$ cat config.mk
export PLATFORM = sky130hd
export DESIGN_NAME = pipereg_elastic
export DESIGN_NICKNAME = d
export VERILOG_FILES = /design/src/rtl/pipereg_elastic.sv
export SDC_FILE = /design/constraint.sdc
export NUM_CORES = 1
export LEC_CHECK = 0
export ABC_CLOCK_PERIOD_IN_PS = 10700
export CORE_MARGIN = 3
export CORE_UTILIZATION = 55
export CTS_CLUSTER_DIAMETER = 200
export DETAILED_ROUTE_END_ITERATION = 7
export DONT_BUFFER_PORTS = 1
export HOLD_SLACK_MARGIN = 0.1
export PLACE_DENSITY = 0.83
export SETUP_SLACK_MARGIN = 0.5
export SYNTH_ARGS = -nofsm -noshare
export SYNTH_HDL_FRONTEND = slang
export SYNTH_SLANG_ARGS = --single-unit
$ cat constraint.sdc
create_clock -name clock -period 10.7 [get_ports clock]
set_clock_uncertainty 0.15 [all_clocks]
set_input_delay 2.675 -clock clock [delete_from_list [all_inputs] [get_ports clock]]
set_output_delay 2.675 -clock clock [all_outputs]
set_load 0.005 [all_outputs]
$ cat src/rtl/pipereg_elastic.sv
// Elastic multi-entry stage register with registered in_ready, full flush and
// selective (younger-than-redirect) flush. Entries are kept oldest-first from head.
module pipereg_elastic #(
  parameter int DATA_W = 64,
  parameter int DEPTH  = 2,
  parameter int ROB_W  = 7,
  parameter int CNT_W  = $clog2(DEPTH + 1)
) (
  input  logic              clock,
  input  logic              reset,
  input  logic              in_valid,
  output logic              in_ready,
  input  logic [DATA_W-1:0] in_data,
  input  logic [ROB_W-1:0]  in_robidx,
  output logic              out_valid,
  input  logic              out_ready,
  output logic [DATA_W-1:0] out_data,
  output logic [ROB_W-1:0]  out_robidx,
  input  logic              flush_all,
  input  logic              redirect_valid,
  input  logic [ROB_W-1:0]  redirect_robidx,
  output logic [CNT_W-1:0]  count
);

  localparam int PTR_W = $clog2(DEPTH);

  logic [DATA_W-1:0] r_data [DEPTH];
  logic [ROB_W-1:0]  r_rob  [DEPTH];
  logic [PTR_W-1:0]  r_head;
  logic [PTR_W-1:0]  r_tail;
  logic [CNT_W-1:0]  r_count;
  logic              r_in_ready;

  logic              w_in_fire;
  logic              w_out_valid;
  logic              w_out_fire;
  logic [CNT_W-1:0]  w_surv;
  logic              w_deq;
  logic              w_wr;
  logic [PTR_W-1:0]  w_wr_ptr;
  logic [PTR_W-1:0]  w_head_n;
  logic [PTR_W-1:0]  w_tail_n;
  logic [CNT_W-1:0]  w_count_n;

  // Wrap-flag aware age compare; equal indices are not younger.
  function automatic logic younger(input logic [ROB_W-1:0] a, input logic [ROB_W-1:0] r);
    if (a[ROB_W-1] == r[ROB_W-1]) begin
      younger = (a[ROB_W-2:0] > r[ROB_W-2:0]);
    end else begin
      younger = (a[ROB_W-2:0] < r[ROB_W-2:0]);
    end
  endfunction

  assign w_in_fire   = in_valid & r_in_ready;
  assign w_out_valid = (r_count != '0);
  assign w_out_fire  = w_out_valid & out_ready;

  // Length of the surviving prefix from head; stops at the first killed entry.
  always_comb begin
    logic             alive;
    logic [PTR_W-1:0] pos;
    w_surv = '0;
    alive  = 1'b1;
    pos    = r_head;
    for (int i = 0; i < DEPTH; i++) begin
      pos = r_head + PTR_W'(i);
      if (alive && (CNT_W'(i) < r_count) && !younger(r_rob[pos], redirect_robidx)) begin
        w_surv = w_surv + CNT_W'(1);
      end else begin
        alive = 1'b0;
      end
    end
  end

  // Next pointer/occupancy selection: flush_all over redirect over normal flow.
  always_comb begin
    w_deq     = 1'b0;
    w_wr      = 1'b0;
    w_wr_ptr  = r_tail;
    w_head_n  = r_head;
    w_tail_n  = r_tail;
    w_count_n = r_count;
    if (flush_all) begin
      w_head_n  = '0;
      w_tail_n  = '0;
      w_count_n = '0;
    end else if (redirect_valid) begin
      // A dequeue only counts if the head itself survived.
      w_deq     = w_out_fire && (w_surv != '0);
      w_wr      = w_in_fire && !younger(in_robidx, redirect_robidx);
      w_wr_ptr  = r_head + PTR_W'(w_surv);
      w_tail_n  = w_wr_ptr + PTR_W'(w_wr);
      w_head_n  = r_head + PTR_W'(w_deq);
      w_count_n = w_surv - CNT_W'(w_deq) + CNT_W'(w_wr);
    end else begin
      w_deq     = w_out_fire;
      w_wr      = w_in_fire;
      w_wr_ptr  = r_tail;
      w_tail_n  = r_tail + PTR_W'(w_wr);
      w_head_n  = r_head + PTR_W'(w_deq);
      w_count_n = r_count - CNT_W'(w_deq) + CNT_W'(w_wr);
    end
  end

  // Control state; in_ready reflects next-cycle occupancy so it is never a function of out_ready.
  always_ff @(posedge clock) begin
    if (reset) begin
      r_head     <= '0;
      r_tail     <= '0;
      r_count    <= '0;
      r_in_ready <= 1'b1;
    end else begin
      r_head     <= w_head_n;
      r_tail     <= w_tail_n;
      r_count    <= w_count_n;
      r_in_ready <= (w_count_n < CNT_W'(DEPTH));
    end
  end

  // Entry storage write.
  always_ff @(posedge clock) begin
    if (w_wr) begin
      r_data[w_wr_ptr] <= in_data;
      r_rob[w_wr_ptr]  <= in_robidx;
    end
  end

  assign in_ready   = r_in_ready;
  assign out_valid  = w_out_valid;
  assign out_data   = w_out_valid ? r_data[r_head] : '0;
  assign out_robidx = w_out_valid ? r_rob[r_head] : '0;
  assign count      = r_count;

endmodule

==> results.py, run 1 <==
metrics = {
    "outcome": {
        "outcome": "completed",
    },
    "cts": {
        "root_buffer": "clkbuf_16",
        "post-cts-setup-buffers": 0,
        "post_cts_resized": 0,
        "cts_hold_buf": 0,
        "clkTransAtPathRegs_ns": 0.06,
        "insertion_delay_ns": 0.40,
        "cts_buffers": 17,
        "cts_tree": "yes",
        "cts_sinks": 147,
        "cts_buffer_depth": 2,
        "htree_levels": 4,
    },
    "worst_setup_path": {
        "arrival_ns": 6.09,
        "r2r-start": "r_head",
        "required_ns": 10.57,
        "crit_path_max_fanout": 71,
        "crit_path_end_kind": "flop",
        "worstSetupPathType": "input port to flop",
        "cp_slowest_cell": "buf_4",
        "crit_chain": "inv_1 > ha_1 > a21o_1 > a21o_1 > a221oi_1 > mux2i_1 > nand4_1 > ha_1 > xor2_1 > nand2_1 > o32a_1 > nor3_4 > buf_4",
        "critPathLaunch": "redirect_robidx[3]",
        "slowest_delay_ns": 0.73,
        "startpoint_type": "input port",
    },
    "floorplan": {
        "start_util_pct": 57.4,
        "std_cell_rows": 38,
        "die_x_um": 113,
        "die_area_um2": 12800,
        "coreArea_um2": 11000,
        "die_y_um": 113,
        "ios": 159,
    },
    "finish": {
        "drive_above_1_share_pct": 11.2,
        "fin_util_pct": 64.3,
        "area_delta_synth_final_pct": 12.1,
        "nets": 533,
        "design_area_um2": 7090,
        "num_antenna_cells": 0,
    },
    "sta": {
        "fmax_mhz": 161,
        "setup-tns-final_ns": 0,
        "min_period_ns": 6.23,
        "min_period_over_period_pct": 58.2,
        "rsz0062_at_grt": "false",
        "final_max_slew_viol_count": 0,
        "finalWorstSetupSlack_ns": 4.47,
        "setup_violations": 0,
        "slew_headroom_pct": 31.9,
        "hold_viol": 0,
        "worst_pin_slew_ns": 1.02,
    },
    "global_route": {
        "grt.total_usage_pct": 18.4,
        "grt_pass1_vias": 3512,
        "grt_max_degree": 72,
        "antenna_found_initial": 0,
        "grt_pass1_wl_um": 17900,
        "grt_overflow_total": 0,
    },
    "place": {
        "post-dp-hpwl_um": 7640,
        "pre_cts_ws_ns": 4.06,
        "gp_congestion": 0.871,
        "place_area_um2": 6480,
        "portBuffers": 0,
    },
    "logic_synthesis": {
        "syn_area_um2": 6330,
        "synth_seq_cells": 147,
        "netlist_instances": 419,
        "avgSynthCellArea_um2": 15.1,
        "yosys_warnings": 0,
        "synth_cell_type_count": 37,
        "ys_seq_area_share_pct": 69.0,
        "syn-num-nets": 527,
    },
    "power": {
        "clockPowerShare_pct": 45.3,
        "power.ir.vdd_worst_mv": 0.131,
        "p_int_mw": 1.07,
        "p_comb_share_pct": 5.3,
        "p_sw_uw": 265,
        "pwr-share-seq_pct": 49.4,
        "total_power_mw": 1.33,
        "total_leakage_power_nw": 2.40,
        "swShare_pct": 19.9,
        "cellPowerDensity_nw_per_um2": 188,
    },
    "route": {
        "vias": 3282,
        "dr_wl_met2_um": 5940,
        "top_layer_used": "met4",
        "drcViolationCount": 0,
        "drt-met1-wl_um": 4370,
        "vias_per_cell": 5.69,
        "totalWireLength_um": 11600,
        "firstDrtPassIters": 4,
        "postRouteAntennaNets": 0,
        "route.met3.wl_um": 1090,
        "drt_iter0_drc": 190,
        "wire_per_inst_um": 20.1,
    },
    "flow_run": {
        "maxCapViolCount": 0,
    },
    "worst_hold_path": {
        "hp-start": "r_tail",
        "hp-class": "flop to flop",
    },
}
-- cell type report --
class / count / area [um2]
Clock buffer: 18 / 429
Clock inverter: 13 / 180
Fill cell: 777 / 3940
Inverter: 15 / 56.3
Multi-Input combinational cell: 240 / 1850
Sequential cell: 147 / 4370
Tap cell: 140 / 175
Timing Repair Buffer: 4 / 30.0
-- final timing paths --
check / end / slack, ns / cells past startpoint
worst min-delay path: r_tail / 0.55 / 3
worst max-delay path: r_rob[1][4] / 4.47 / 13
worst max register to register: r_rob[1][4] / 5.16 / 13
worst min register to register: r_tail / 0.55 / 3
-- logic make-up (layout without fill, tap and decap cells) --
kind of cell	Yosys count	in the layout	share of synthesized area (%)
buffers and inverters	32	50	2.12
and+or+nand+nor	102	102	7.18
xor gates and xnor gates	10	10	1.38
adders and majority gates	24	24	4.75
AOI/OAI and AO/OA	24	24	2.75
DFF	147	147	69.0
muxes	80	80	12.9
-- state kept, by name (all words and copies together) (netlist names) --
| name | flops |
|---|---|
| count | 2 |
| r_rob | 14 |
| r_head | 1 |
| in_ready | 1 |
| r_data | 128 |
| r_tail | 1 |
-- metal layers --
layer	track usage, %	vias up
met5	0	-
met4	7.37	0
met3	8.50	14
met2	31.2	115
met1	20.1	1590
li1	-	1563
-- per-stage QoR --
step | instances | hold slack (ns)
finish | 577 | 0.553
global placement | 546 | 0.544
CTS | 577 | 0.554
detailed placement | 546 | 0.553
floorplan | 419 | 0.506
global route | 577 | 0.617
-- cell usage in the layout (no fill, tap or decap), types with 4 or more instances in the layout --
cell,n
edfxtp_1,142
mux2i_1,70
buf_4,4
inv_1,15
xor2_1,5
ha_1,24
and2_1,5
a21o_1,6
nand3_1,4
nor2_1,72
mux2_2,10
a21oi_1,4
xnor2_1,5
nand2_1,4
dfxtp_1,4
clkbuf_16,17
bufinv_16,4
-- worst max-delay path: cells and delay by family --
family / cells / cell delay (ns)
xor gates and xnor gates: 1 / 0.28
and+or+nand+nor: 3 / 0.35
AOI/OAI and AO/OA: 4 / 1.01
buffers and inverters: 2 / 0.78
muxes: 1 / 0.28
adders and majority gates: 2 / 0.66
-- cell usage after synthesis (all sizes together) --
master | n | share of area [%]
edfxtp | 142 | 67
nor2 | 73 | 4.3
mux2i | 70 | 11
ha | 24 | 4.7
inv | 15 | 0.89
buf | 10 | 0.81
mux2 | 10 | 1.8
clkbuf | 7 | 0.42
a21o | 6 | 0.71
and2 | 6 | 0.63
dfxtp | 5 | 1.6
xnor2 | 5 | 0.69
xor2 | 5 | 0.69
a21oi | 4 | 0.32
and4 | 4 | 0.57
nand2 | 4 | 0.24
nand3 | 4 | 0.32
nor3 | 4 | 0.40
o21ai | 4 | 0.32
a31oi | 2 | 0.20
and3 | 2 | 0.20
nand4 | 2 | 0.20
nor2b | 2 | 0.20
o21a | 2 | 0.24
a211oi | 1 | 0.20
a221oi | 1 | 0.14
a311o | 1 | 0.16
a311oi | 1 | 0.14
o32a | 1 | 0.16
o41a | 1 | 0.18
or3 | 1 | 0.099
-- power groups by stage --
stage	logic [mW]	registers (mW)	clock network, mW
global placement	0.0694	0.668	0
detailed placement	0.0717	0.669	0
floorplan	0.0552	0.668	0
finish	0.0710	0.657	0.602
global route	0.0798	0.658	0.636
CTS	0.0722	0.657	0.615
Note: power is estimated with default switching activity, not from simulation.
==> run 2: changes to the inputs <==
--- a/config.mk
+++ b/config.mk
@@ -5,14 +5,14 @@
 export SDC_FILE = /design/constraint.sdc
 export NUM_CORES = 1
 export LEC_CHECK = 0
-export ABC_CLOCK_PERIOD_IN_PS = 10700
+export ABC_CLOCK_PERIOD_IN_PS = 5750
 export CORE_MARGIN = 3
 export CORE_UTILIZATION = 55
 export CTS_CLUSTER_DIAMETER = 200
 export DETAILED_ROUTE_END_ITERATION = 7
 export DONT_BUFFER_PORTS = 1
 export HOLD_SLACK_MARGIN = 0.1
-export PLACE_DENSITY = 0.83
+export PLACE_DENSITY = 0.8
 export SETUP_SLACK_MARGIN = 0.5
 export SYNTH_ARGS = -nofsm -noshare
 export SYNTH_HDL_FRONTEND = slang
==> constraint.sdc (replaced) <==
create_clock -name clock -period 5.75 [get_ports clock]
set_clock_uncertainty 0.15 [all_clocks]
set_input_delay 1.4375 -clock clock [delete_from_list [all_inputs] [get_ports clock]]
set_output_delay 1.4375 -clock clock [all_outputs]
set_load 0.005 [all_outputs]
==> run 2 against run 1 <==
  * Clock-buffer cell count unchanged
  * Sequential share of layout area down 0.28 points
  * Via count up 2.6%
  * Setup slack worse by 3.4 ns
  * Register-to-register slack worse by 4.1 ns
  * Clock power up 76%
  * Flip-flop and latch count unchanged
  * Sequential power up 86%
  * Final area up 0.46%
  * Critical path type is now flop to flop
==> results.py, run 2 (synthesis gave the netlist of run 1 again) <==
metrics = {
    "outcome": {
        "outcome": "completed",
    },
    "route": {
        "totalWireLength_um": 11800,
        "postRouteAntennaNets": 0,
        "vias_per_cell": 5.80,
        "firstDrtPassIters": 4,
        "vias": 3367,
        "drt_iter0_drc": 187,
        "wire_per_inst_um": 20.4,
        "drcViolationCount": 0,
    },
    "floorplan": {
        "std_cell_rows": 38,
        "die_y_um": 113,
        "coreArea_um2": 11000,
        "die_area_um2": 12800,
        "die_x_um": 113,
        "start_util_pct": 57.4,
        "ios": 159,
    },
    "finish": {
        "nets": 536,
        "area_delta_synth_final_pct": 12.6,
        "fillers": 811,
        "final_common_cell": "edfxtp_1",
        "num_antenna_cells": 0,
        "layout_common_cells": "edfxtp_1, nor2_1, mux2i_1",
        "top_register": "r_data",
        "largest_register_ffs": 128,
        "regArea_um2": 4370,
        "multiInputGateArea_um2": 1880,
        "drive_above_1_share_pct": 13.4,
    },
    "worst_setup_path": {
        "slowest_delay_ns": 0.56,
        "critical_path.top_delay_family": "buffers and inverters",
        "startpoint_type": "flop",
        "arrival_ns": 4.60,
        "crit_chain": "buf_4 > mux2_2 > ha_1 > nand3_1 > a21oi_1 > o21ai_0 > nand3_1 > ha_1 > xor2_1 > nand2_1 > o32a_1 > nor3_4 > buf_4",
        "cp_slowest_cell": "dfxtp_4",
        "r2r-start": "r_head",
        "critPathLaunch": "r_head",
        "critPathBufInv": 2,
        "crit_path_max_fanout": 43,
        "regToRegSetupSlack_ns": 1.04,
        "required_ns": 5.64,
        "crit_path_end_kind": "flop",
        "worstSetupPathType": "flop to flop",
    },
    "sta": {
        "worst_pin_slew_ns": 0.712,
        "finalWorstSetupSlack_ns": 1.04,
        "setup_violations": 0,
        "rsz0062_at_grt": "false",
        "slew_headroom_pct": 52.6,
        "hold_viol": 0,
        "setup-tns-final_ns": 0,
        "min_period_over_period_pct": 81.8,
        "final_max_slew_viol_count": 0,
        "min_period_ns": 4.71,
        "fmax_mhz": 213,
    },
    "worst_hold_path": {
        "hp-class": "flop to flop",
        "hp-start": "r_tail",
    },
    "cts": {
        "root_buffer": "clkbuf_16",
        "cts_hold_buf": 0,
        "post-cts-setup-buffers": 0,
        "clkTransAtPathRegs_ns": 0.06,
        "htree_levels": 4,
        "cts_buffers": 17,
        "cts_buffer_depth": 2,
        "post_cts_resized": 0,
        "cts_tree": "yes",
        "insertion_delay_ns": 0.40,
        "cts_sinks": 147,
    },
    "power": {
        "total_leakage_power_nw": 2.40,
        "cellPowerDensity_nw_per_um2": 340,
        "power.ir.vdd_worst_mv": 0.272,
    },
    "place": {
        "pre_cts_ws_ns": 0.818,
        "portBuffers": 0,
        "gp_congestion": 0.831,
        "post-dp-hpwl_um": 8190,
    },
    "global_route": {
        "grt_pass1_vias": 3523,
        "grt_pass1_wl_um": 18200,
        "grt_overflow_total": 0,
        "grt.total_usage_pct": 19.0,
        "antenna_found_initial": 0,
        "grt_max_degree": 67,
    },
    "flow_run": {
        "maxCapViolCount": 0,
    },
}
==> run 2: per-stage QoR <==
stage          std cells  total power, mW  area [um2]  util (%)  hold WS (ns)
2_1_floorplan        419             1.35        6380         -         0.506
3_3_place_gp         549             1.38        6550      59.3         0.531
3_5_place_dp         549             1.38        6550      59.3         0.534
4_1_cts              581             2.45        7130      64.6         0.546
5_1_grt              581             2.51        7130      64.6         0.568
6_report             581             2.42        7130      64.6         0.550
==> run 2: area by class of cell <==
class | instances | share of cell area, %
Sequential cell | 147 | 61.3
Timing Repair Buffer | 7 | 0.737
Clock inverter | 14 | 2.12
Clock buffer | 18 | 6.02
Tap cell | 140 | 2.46
Multi-Input combinational cell | 240 | 26.4
Inverter | 15 | 0.966
==> run 2: worst paths after layout <==
kind / to / depth (start not counted)
max: r_data[1][3] / 13
min: r_tail / 3
max reg2reg: r_data[1][3] / 13
min reg2reg: r_tail / 3
==> run 2: worst min-delay path, stage by stage, from the launching register on <==
cell and delay [ns]:
dfxtp_1 0.34, xnor2_1 0.07, o21ai_0 0.19, a211oi_2 0.05
==> run 2: metal layers <==
| metal | wire length (um) | up-vias | GRT usage [%] |
|---|---|---|---|
| met4 | 133 | 0 | 6.89 |
| met5 | 0 | - | 0 |
| met3 | 1400 | 12 | 10.8 |
| met2 | 5860 | 139 | 30.7 |
| met1 | 4450 | 1637 | 21.0 |
| li1 | - | 1579 | - |
==> run 2: report_power, final <==
group,switching (mW),internal (mW),total (mW)
combinational,0.0882,0.0490,0.137
clock,0.419,0.644,1.06
sequential,0.00982,1.21,1.22
total,0.517,1.91,2.42
